File: config.mk
export PLATFORM = sky130hd
export DESIGN_NAME = cb_nway
export DESIGN_NICKNAME = d
export VERILOG_FILES = /design/src/rtl/cb_pkg.sv /design/src/rtl/cb_slot.sv /design/src/rtl/cb_nway.sv
export SDC_FILE = /design/constraint.sdc
export NUM_CORES = 1
export LEC_CHECK = 0
export BUFFER_PORTS_ARGS = -buffer_cell sky130_fd_sc_hd__buf_2
export CORE_MARGIN = 2
export CORE_UTILIZATION = 26
export CTS_CLUSTER_DIAMETER = 40
export CTS_CLUSTER_SIZE = 8
export DETAILED_ROUTE_END_ITERATION = 8
export PLACE_DENSITY = 0.62
export SYNTH_ARGS = -nofsm -noshare
export SYNTH_HDL_FRONTEND = slang
export SYNTH_SLANG_ARGS = --single-unit
File: constraint.sdc
create_clock -name CLK -period 0.9 [get_ports CLK]
set_input_delay 0.135 -clock CLK [delete_from_list [all_inputs] [get_ports CLK]]
set_output_delay 0.135 -clock CLK [all_outputs]
set_load 0.01 [all_outputs]
File: src/rtl/cb_pkg.sv
// Shared types and helpers for the cb_nway N-way branch: branch-width
// derivation and one-hot decode of the branch select into a pending mask.
package cb_pkg;

    localparam int CB_NOUT_MAX = 16;

    typedef logic [CB_NOUT_MAX-1:0] cb_mask_t;

    function automatic int cb_selw(input int n);
        return (n > 1) ? $clog2(n) : 1;
    endfunction

    // Out-of-range selects decode to an empty mask so the packet is dropped.
    function automatic cb_mask_t cb_onehot(input int sel, input int n);
        cb_mask_t m;
        m = '0;
        if (sel >= 0 && sel < n) m = cb_mask_t'(1) << sel;
        return m;
    endfunction

endpackage

File: src/rtl/cb_slot.sv
// Single-entry output slot for cb_nway: packet data, per-channel pending mask
// and the "slot frees this cycle" term that drives upstream Ack_out.
module cb_slot #(
    parameter int DW   = 32,
    parameter int NOUT = 2
) (
    input  logic            CLK,
    input  logic            MR,
    input  logic            i_load,
    input  logic [DW-1:0]   i_data,
    input  logic [NOUT-1:0] i_mask,
    input  logic [NOUT-1:0] i_ack,
    output logic [NOUT-1:0] o_pend,
    output logic [DW-1:0]   o_data,
    output logic            o_free
);

    logic [NOUT-1:0] r_pend;
    logic [DW-1:0]   r_data;
    logic [NOUT-1:0] w_rem;

    // Acks on channels that are not pending fall out of this mask naturally.
    assign w_rem  = r_pend & ~i_ack;
    assign o_free = (w_rem == '0);
    assign o_pend = r_pend;
    assign o_data = r_data;

    always_ff @(posedge CLK) begin
        if (MR) begin
            r_pend <= '0;
            r_data <= '0;
        end else if (i_load) begin
            r_pend <= i_mask;
            r_data <= i_data;
        end else begin
            r_pend <= w_rem;
        end
    end

endmodule

File: src/rtl/cb_nway.sv
// Clocked N-way branch: accepts a packet into one slot and steers it to the
// channel chosen by br. Optional broadcast (Bc port) enabled by CB_BCAST_EN.
module cb_nway
    import cb_pkg::*;
#(
    parameter  int DW   = 32,
    parameter  int NOUT = 2,
    localparam int SELW = cb_selw(NOUT)
) (
    input  logic            CLK,
    input  logic            MR,
    input  logic            Send_in,
    input  logic [DW-1:0]   Data_in,
    input  logic [SELW-1:0] br,
    output logic            Ack_out,
    output logic [NOUT-1:0] Send_out,
    output logic [DW-1:0]   Data_out,
    input  logic [NOUT-1:0] Ack_in,
`ifdef CB_BCAST_EN
    input  logic            Bc,
`endif
    output logic            CP,
    output logic            Err
);

    cb_mask_t        w_full;
    logic [NOUT-1:0] w_uni;
    logic [NOUT-1:0] w_mask;
    logic            w_oor;
    logic            w_bc;
    logic            w_free;
    logic            r_err;

    assign w_full = cb_onehot(int'(br), NOUT);
    assign w_uni  = w_full[NOUT-1:0];
    assign w_oor  = (w_full == '0);

`ifdef CB_BCAST_EN
    assign w_bc = Bc;
`else
    assign w_bc = 1'b0;
`endif

    assign w_mask  = w_bc ? {NOUT{1'b1}} : w_uni;
    assign Ack_out = ~MR & w_free;
    assign CP      = Send_in & Ack_out;
    assign Err     = r_err;

    cb_slot #(
        .DW   (DW),
        .NOUT (NOUT)
    ) u_slot (
        .CLK    (CLK),
        .MR     (MR),
        .i_load (CP),
        .i_data (Data_in),
        .i_mask (w_mask),
        .i_ack  (Ack_in),
        .o_pend (Send_out),
        .o_data (Data_out),
        .o_free (w_free)
    );

    // A broadcast never counts as out of range, whatever br holds.
    always_ff @(posedge CLK) begin
        if (MR) begin
            r_err <= 1'b0;
        end else if (CP && !w_bc && w_oor) begin
            r_err <= 1'b1;
        end
    end

endmodule

# Word-level counts from Yosys, hierarchy flattened
# Index checks and enable logic that the tools add are counted.
# op_classes
n_shift,1
reduce_logical,3
mux,1
n_bitwise,5
# ops
op,count
$logic_not 16->1,1
$shl 1x1->16 const A,1
$and 1x1->1,2
$and 2x2->2,1
$logic_not 2->1,1
$mux 2,1
$not 2->2,1
$logic_and 1x1->1,1
$not 1->1,1
# totals
regBits,35
inputBits,38
out_inout_bits,37
wordCells,13

# Depth between registers and ports, before layout
# Gate-level depths: netlist of run 1.
# logic_depth
depth_word,6
mapped_depth,4
mapped_depth_nobuf,4

# Cells and area by module
# Synthesis of run 1 repeated with hierarchy kept, for this count alone.
# unflattened
hier_cells,119
area_unflattened_um2,1288.7
# modules_own_cells
module,area_per_inst_um2,n_inst,seq_area_each_um2,cells_per_inst
cb_slot,1258.7,1,680.7,114
cb_nway,30.0,1,0.0,5

# Least setup slack after synthesis of run 1
# OpenSTA, ideal clock, no wires.
# synth_timing
path_type,register to register
startpoint,register u_slot.r_pend[0] (netlist: u_slot.o_pend[0])
endpoint,register u_slot.r_pend[1] (netlist: u_slot.o_pend[1])
setup_ps,117
synth_period_minus_slack_ps,1116
path_slack_ps,-216
path_buffers,0
arrival_ps,999
path_stages_with_launch,5
required_time_ps,783
cell_sequence,dfxtp_1 > or2b_4 > nand3_4 > inv_2 > a22o_1
# synth_between
elab_chain_len,5
# synth_lines
item,line,rtl
from (decl),cb_slot.sv:18,logic [NOUT-1:0] r_pend;
from (signal assigned),cb_slot.sv:33,r_pend <= i_mask;
from (signal assigned),cb_slot.sv:36,r_pend <= w_rem;
$and 2x2->2,cb_slot.sv:23,assign w_rem = r_pend & ~i_ack;
$logic_not 2->1,cb_slot.sv:24,assign o_free = (w_rem == '0);
$and 1x1->1,cb_nway.sv:45,assign Ack_out = ~MR & w_free;
$and 1x1->1,cb_nway.sv:46,assign CP = Send_in & Ack_out;
net CP,cb_nway.sv:22,"output logic CP,"
$mux 2,cb_slot.sv:32,end else if (i_load) begin
# The timed path passes the listed nets, and every way through them passes these cells.
# A chain may end at the register's enable or synchronous reset.

# Worst setup path in the final report of run 1
# layout_timing
startpoint,register u_slot.r_pend[0] (netlist: u_slot.o_pend[0])
endpoint,register u_slot.r_data[27] (netlist: u_slot.o_data[27])
# layout_between
elab_chain_len,4
# layout_lines
item,line,rtl
$and 2x2->2,cb_slot.sv:23,
$logic_not 2->1,cb_slot.sv:24,
$and 1x1->1,cb_nway.sv:45,
$and 1x1->1,cb_nway.sv:46,
to (signal assigned),cb_slot.sv:34,r_data <= i_data;
to (decl),cb_slot.sv:19,logic [DW-1:0] r_data;
# No other way between the ends.

==> results of run 1 <==
## flip-flops by register name, summed over array words and instances, names as in the netlist
| name | count |
|---|---|
| u_slot.o_data | 32 |
| u_slot.o_pend | 2 |
## critical path, cell delays in order (launching register included)
cell and delay [ns]:
dfxtp_4 0.34, buf_4 0.13, buf_6 0.11, nor2b_4 0.12, buf_12 0.16, o311ai_2 0.26
o21ai_1 0.13
## power by group
| group | switching (mW) | internal [mW] |
|---|---|---|
| logic | 0.450 | 0.511 |
| registers | 0.0733 | 1.63 |
| clock network | 0.543 | 0.886 |
## timing repair
item,4_1_cts,5_1_grt
resized for setup,30,97
endpoints found under the setup margin,42,70
setup buffers,9,20
hold buffers,0,0
pin swaps,4,7
gates cloned,4,2
## cells by family (layout without fill, tap and decap cells)
family / Yosys count / count (layout) / synth area share
DFF: 34 / 34 / 0.460
and+or+nand+nor: 7 / 8 / 0.0524
other: 1 / 1 / 0.00253
AOI/OAI and AO/OA: 66 / 66 / 0.315
buffers and inverters: 51 / 157 / 0.170
## worst max path at each step
stage / end / depth (start not counted) / slack, ns / from
global route: CP / 5 / -0.52 / u_slot.o_pend[0]
finish: u_slot.o_data[27] / 6 / -0.48 / u_slot.o_pend[0]
global placement: u_slot.o_data[21] / 3 / -0.47 / u_slot.o_pend[0]
detailed placement: u_slot.o_data[20] / 3 / -0.49 / u_slot.o_pend[0]
CTS: CP / 5 / -0.47 / u_slot.o_pend[0]
floorplan: u_slot.o_pend[1] / 4 / -0.18 / u_slot.o_pend[0]
## metrics by stage
step | setup TNS, ns | hold WS (ns) | cells | cell area, µm² | total power [mW]
floorplan | -4.68 | 0.233 | 159 | 1500 | 1.99
finish | -14.27 | 0.0567 | 338 | 2950 | 4.09
global placement | -13.93 | 0.357 | 301 | 1950 | 2.24
CTS | -13.88 | 0.0515 | 321 | 2320 | 3.82
detailed placement | -14.68 | 0.358 | 301 | 1950 | 2.25
global route | -16.39 | 0.0472 | 338 | 2950 | 4.29
## cells in the mapped netlist
library cell	number	share of area
dfxtp_1	34	0.46
inv_1	34	0.086
o21ai_1	29	0.098
o311ai_1	29	0.17
buf_2	8	0.027
buf_6	6	0.046
nor2b_4	2	0.019
o21ai_0	2	0.0068
o311ai_0	2	0.012
a22o_1	1	0.0059
buf_4	1	0.0051
clkbuf_2	1	0.0034
conb_1	1	0.0025
inv_2	1	0.0025
nand3_4	1	0.012
nor2b_2	1	0.0059
nor3_1	1	0.0034
o21ai_2	1	0.0059
o22ai_1	1	0.0042
o311ai_2	1	0.011
or2b_1	1	0.0051
or2b_4	1	0.0076
## metal layers
| metal | track usage | share of wire | up-vias |
|---|---|---|---|
| li1 | - | - | 785 |
| met1 | 0.179 | 0.43 | 745 |
| met2 | 0.222 | 0.50 | 50 |
| met3 | 0.0385 | 0.056 | 9 |
| met4 | 0.0517 | 0.013 | 0 |
| met5 | 0 | 0 | - |
## layout make-up
| class | instances | area [µm²] | share of cell area |
|---|---|---|---|
| clock buffer | 6 | 82.6 | 0.0280 |
| clock inverter | 1 | 30.0 | 0.0102 |
| inverter | 35 | 131 | 0.0445 |
| multi-input combinational | 75 | 918 | 0.311 |
| sequential | 34 | 728 | 0.247 |
| tap | 72 | 90.1 | 0.0305 |
| timing repair buffer | 115 | 971 | 0.329 |
==> reports/results.tsv, run 1 <==
metric	value	unit
status	finished with violations	
failing checks	setup timing	
DRT Pass-1 Iters	4	
total gr overflow	0	
clk sinks	34	
Hold WC Path Type	in2reg	
flops & latches, synth	34	
DR DRC count	0	
Final ANT Viol Nets	0	
yosys warns	0	
Die ar.	6310	µm²
Detailed Place HPWL	2730	µm
endpoints failing hold	0	
critical path arrival	1.53	ns
Synth Net Count	197	
crit share post-route	1.53	
Reg2Reg Depth	6	
Post-Place Worst Slack	-0.493	ns
Reg2Reg Launch Point	u_slot.o_pend[0]	
setup ws final	-0.480	ns
initial antenna violation count	0	
initial drt markers	40	
post-synthesis sequential area ratio	0.460	
clk_lat worst skew	0.28	ns
WL/cell	14.5	µm
Core ar.	5510	µm²
Clock Tree Root	clkbuf_8	
max_cap viols	0	
Synth Area per Inst	9.31	µm²
routed vias	1589	
Peak Freq	725	MHz
Crit. End Element	flop	
Layout area overhead	99.4	%
WHS Path Cells	2	
Cell Pwr Density	1390	nW/µm²
Final Max Tran Viols	0	
mapped cell area	1480	µm²
number of global-route vias before repair	1400	
vias per inst	4.70	
largest net degree at the start of global routing	19	
Setup-failing EPs final	37	
RSZ-0062 raised after global routing	true	
Final min period	1.38	ns
chip width	79.5	µm
Detailed Route WL	4910	µm
diodes inserted	0	
clk buf depth	2	
WS Path Type	reg2reg	
fin util	0.536	
gpl congestion	0.692	
clock transition at the registers of the reported paths	0.07	ns
LEAKAGE	1.30	nW
CTS buffer count	5	
Hold Path Origin	br	
most frequent cells in the layout	buf_2, inv_1, dfxtp_2, buf_6	
WHS Endpoint	u_slot.o_pend[0]	
Post-Synthesis Cells	159	
share of layout cells above drive strength 1	0.759	
skew final	0.00360	ns
Critical Path Fanout Max	16	
Fillers	489	
H-tree levels	2	
port buffer count	73	
most common cell after layout, fill and taps aside	buf_2	
I/O pin count	75	
VDD IR-drop max	0.000884	V
num rows	27	
first-pass GRT wire length	6820	µm
Starting Density	0.269	
Yosys cell types	22	
r2r endpoint	u_slot.o_data[27]	
internal reg-to-reg setup slack	-0.48	ns
CTS tree	done	
Die H	79.5	µm
All-Layer GR Usage	0.139	
Worst EP required	1.05	ns
startpoint types	flop	
Nets	304	
Power figures use the tool's default switching activity.
==> inputs of run 2 (changes only) <==
- ABC_AREA: default -> 1
- CTS_BUF_LIST: default -> sky130_fd_sc_hd__clkbuf_4
==> run 2 against run 1 <==
The run still ends with setup timing left. Highest routed layer unchanged. Critical path type unchanged. Utilization decreased by 8.4 points. Maximum frequency grew 13%. Final area fell by 9.9%. Final cell count increased by 18%.
==> reports/results.tsv, run 2 <==
metric	value	unit
initial antenna violation count	0	
crit share post-route	1.35	
DRT Pass-1 Iters	6	
Power, Total	3.45	mW
Reg2Reg Depth	7	
post-route cell area	2660	µm²
CP max stage cell	dfxtp_4	
DR DRC count	0	
CP Capture Point	u_slot.o_data[23]	
endpoints failing hold	0	
Yosys cell types	20	
routed vias	1769	
setup tns final	-11.62	ns
cts hold-fix bufs	0	
skew final	0.0102	ns
internal reg-to-reg setup slack	-0.32	ns
failing checks	setup timing	
status	finished with violations	
critical-path cell list	buf_6 > a21oi_4 > buf_12 > clkbuf_16 > nand4_1 > nand2_1 > nor2_1	
Starting Density	0.267	
most common cell after layout, fill and taps aside	nor2_1	
LEAKAGE	1.41	nW
Synth Area per Inst	6.90	µm²
Worst EP required	1.14	ns
Synth Area in XOR/XNOR	0	
vias per inst	4.44	
WS Path Type	reg2reg	
total gr overflow	0	
fin util	0.452	
I/O pin count	75	
area of the multi-input gates	679	µm²
Clock Tree Root	clkbuf_4	
clk sinks	34	
Final ANT Viol Nets	0	
mapped cell area	1570	µm²
Hold WC Path Type	in2reg	
Layout area overhead	69.1	%
Synth Net Count	266	
FF/Latch Area	728	µm²
Setup-failing EPs final	69	
post-synthesis mux area share	0	
Synth Area in Adders	0	
share of the synthesized area in the top cell type	0.433	
ys flop type	dfxtp_1	
Synth area leaders	dfxtp_1, nor2_1, nand4_1	
gpl congestion	0.736	
diodes inserted	0	
area post-placement	2120	µm²
Yosys top cell by area	dfxtp_1	
VDD IR-drop max	0.000490	V
critical path arrival	1.46	ns
clock transition at the registers of the reported paths	0.11	ns
num rows	28	
post-synthesis sequential area ratio	0.433	
Nets	360	
Critical Path Fanout Max	7	
Cell Pwr Density	1300	nW/µm²
RSZ-0062 raised after global routing	true	
most frequent cell after synthesis	nor2_1	
Worst Path Buf+Inv	3	
Final min period	1.22	ns
Die H	81.8	µm
H-tree levels	2	
port buffer count	73	
first-pass GRT wire length	7180	µm
WL/cell	12.3	µm
startpoint types	flop	
clk buf depth	2	
launch point of the worst path	u_slot.o_pend[0]	
number of global-route vias before repair	1615	
yosys warns	0	
Fillers	608	
Levels on crit path	7	
largest family of logic cells by synthesized area	simple AND/OR/NAND/NOR gates	
Die ar.	6690	µm²
Post-Synthesis Cells	228	
complex-gate fraction of the synthesized area	0.0143	
ys async rst share	0	
slowest cell delay on critical path	0.37	ns
most frequent cells in the layout	nor2_1, buf_6, buf_2, inv_1, nand4_1	
r2r endpoint	u_slot.o_data[23]	
Core ar.	5890	µm²
flops & latches, synth	34	
max_cap viols	0	
Final Max Tran Viols	0	
All-Layer GR Usage	0.140	
Top delay family on crit path	buffers and inverters	
CTS buffer count	5	
largest net degree at the start of global routing	27	
Detailed Route WL	4910	µm
Crit. End Element	flop	
number of flip-flops in the largest register	32	
EDFF count, synth	0	
clk_lat worst skew	0.33	ns
share of layout cells above drive strength 1	0.486	
Commonest cells post-synth	nor2_1, inv_1, dfxtp_1, nand2_1, nand4_1	
Post-Synth Simple-Gate Area	0.393	
Detailed Place HPWL	3140	µm
Reg2Reg Launch Point	u_slot.o_pend[0]	
setup ws final	-0.318	ns
initial drt markers	102	
CTS tree	done	
chip width	81.8	µm
Peak Freq	821	MHz
==> run 2: per-layer routing <==
layer	track usage	routed length [µm]	vias up	part of all wire
li1	-	-	892	-
met1	0.165	2100	802	0.43
met2	0.235	2440	67	0.50
met3	0.0451	294	8	0.060
met4	0.0567	73	0	0.015
met5	0	0	-	0
==> run 2: cell families after synthesis <==
kind of cell           count (synthesis)
AND/OR/NAND/NOR                      134
buffers and inverters                 56
flip-flops                            34
AO/OA/AOI/OAI                          3
other                                  1
==> run 2: through the flow <==
stage	instances	setup slack [ns]	hold slack (ns)
after floorplan	228	-0.0936	0.194
after global placement	375	-0.108	0.446
after detailed placement	375	-0.132	0.453
after CTS	387	-0.348	0.0757
after global routing	398	-0.383	0.103
final	398	-0.318	0.111
==> run 2: worst min path at each step <==
| stage | startpoint | cells after the start | to | slack [ns] |
|---|---|---|---|---|
| final | Data_in[29] | 5 | u_slot.o_data[29] | 0.11 |
| after global routing | MR | 3 | u_slot.o_pend[0] | 0.10 |
| after CTS | br | 4 | u_slot.o_pend[0] | 0.08 |
| after detailed placement | u_slot.o_data[11] | 2 | u_slot.o_data[11] | 0.45 |
| after global placement | u_slot.o_data[10] | 2 | u_slot.o_data[10] | 0.45 |
| after floorplan | MR | 1 | u_slot.o_pend[0] | 0.19 |
==> run 2: final cells by class <==
type	count	share of cell area
well taps	75	0.0353
multi-input cells	138	0.255
repair buffers	104	0.361
clock buffers	5	0.0141
flip-flops and latches	34	0.274
inverters	39	0.0550
clock inverters	3	0.00564
==> run 2: timing repair <==
action	in CTS	in global routing
pin swaps	4	13
hold endpoints to repair	0	0
gates cloned	0	4
buffers inserted	4	7
setup endpoints to repair	70	70
gates resized for setup	73	10
==> run 2: report_power, final <==
part           internal, mW  total, mW  switching (mW)  leakage [nW]
combinational         0.512      0.927           0.415          1.08
clock                 0.293      0.818           0.525        0.0329
sequential             1.62       1.70          0.0761         0.293
==> run 2: worst register-to-register path, stage by stage (launching register included) <==
cell and delay [ns]:
dfxtp_4 0.37, buf_6 0.12, a21oi_4 0.16, buf_12 0.15
clkbuf_16 0.15, nand4_1 0.07, nand2_1 0.07, nor2_1 0.04
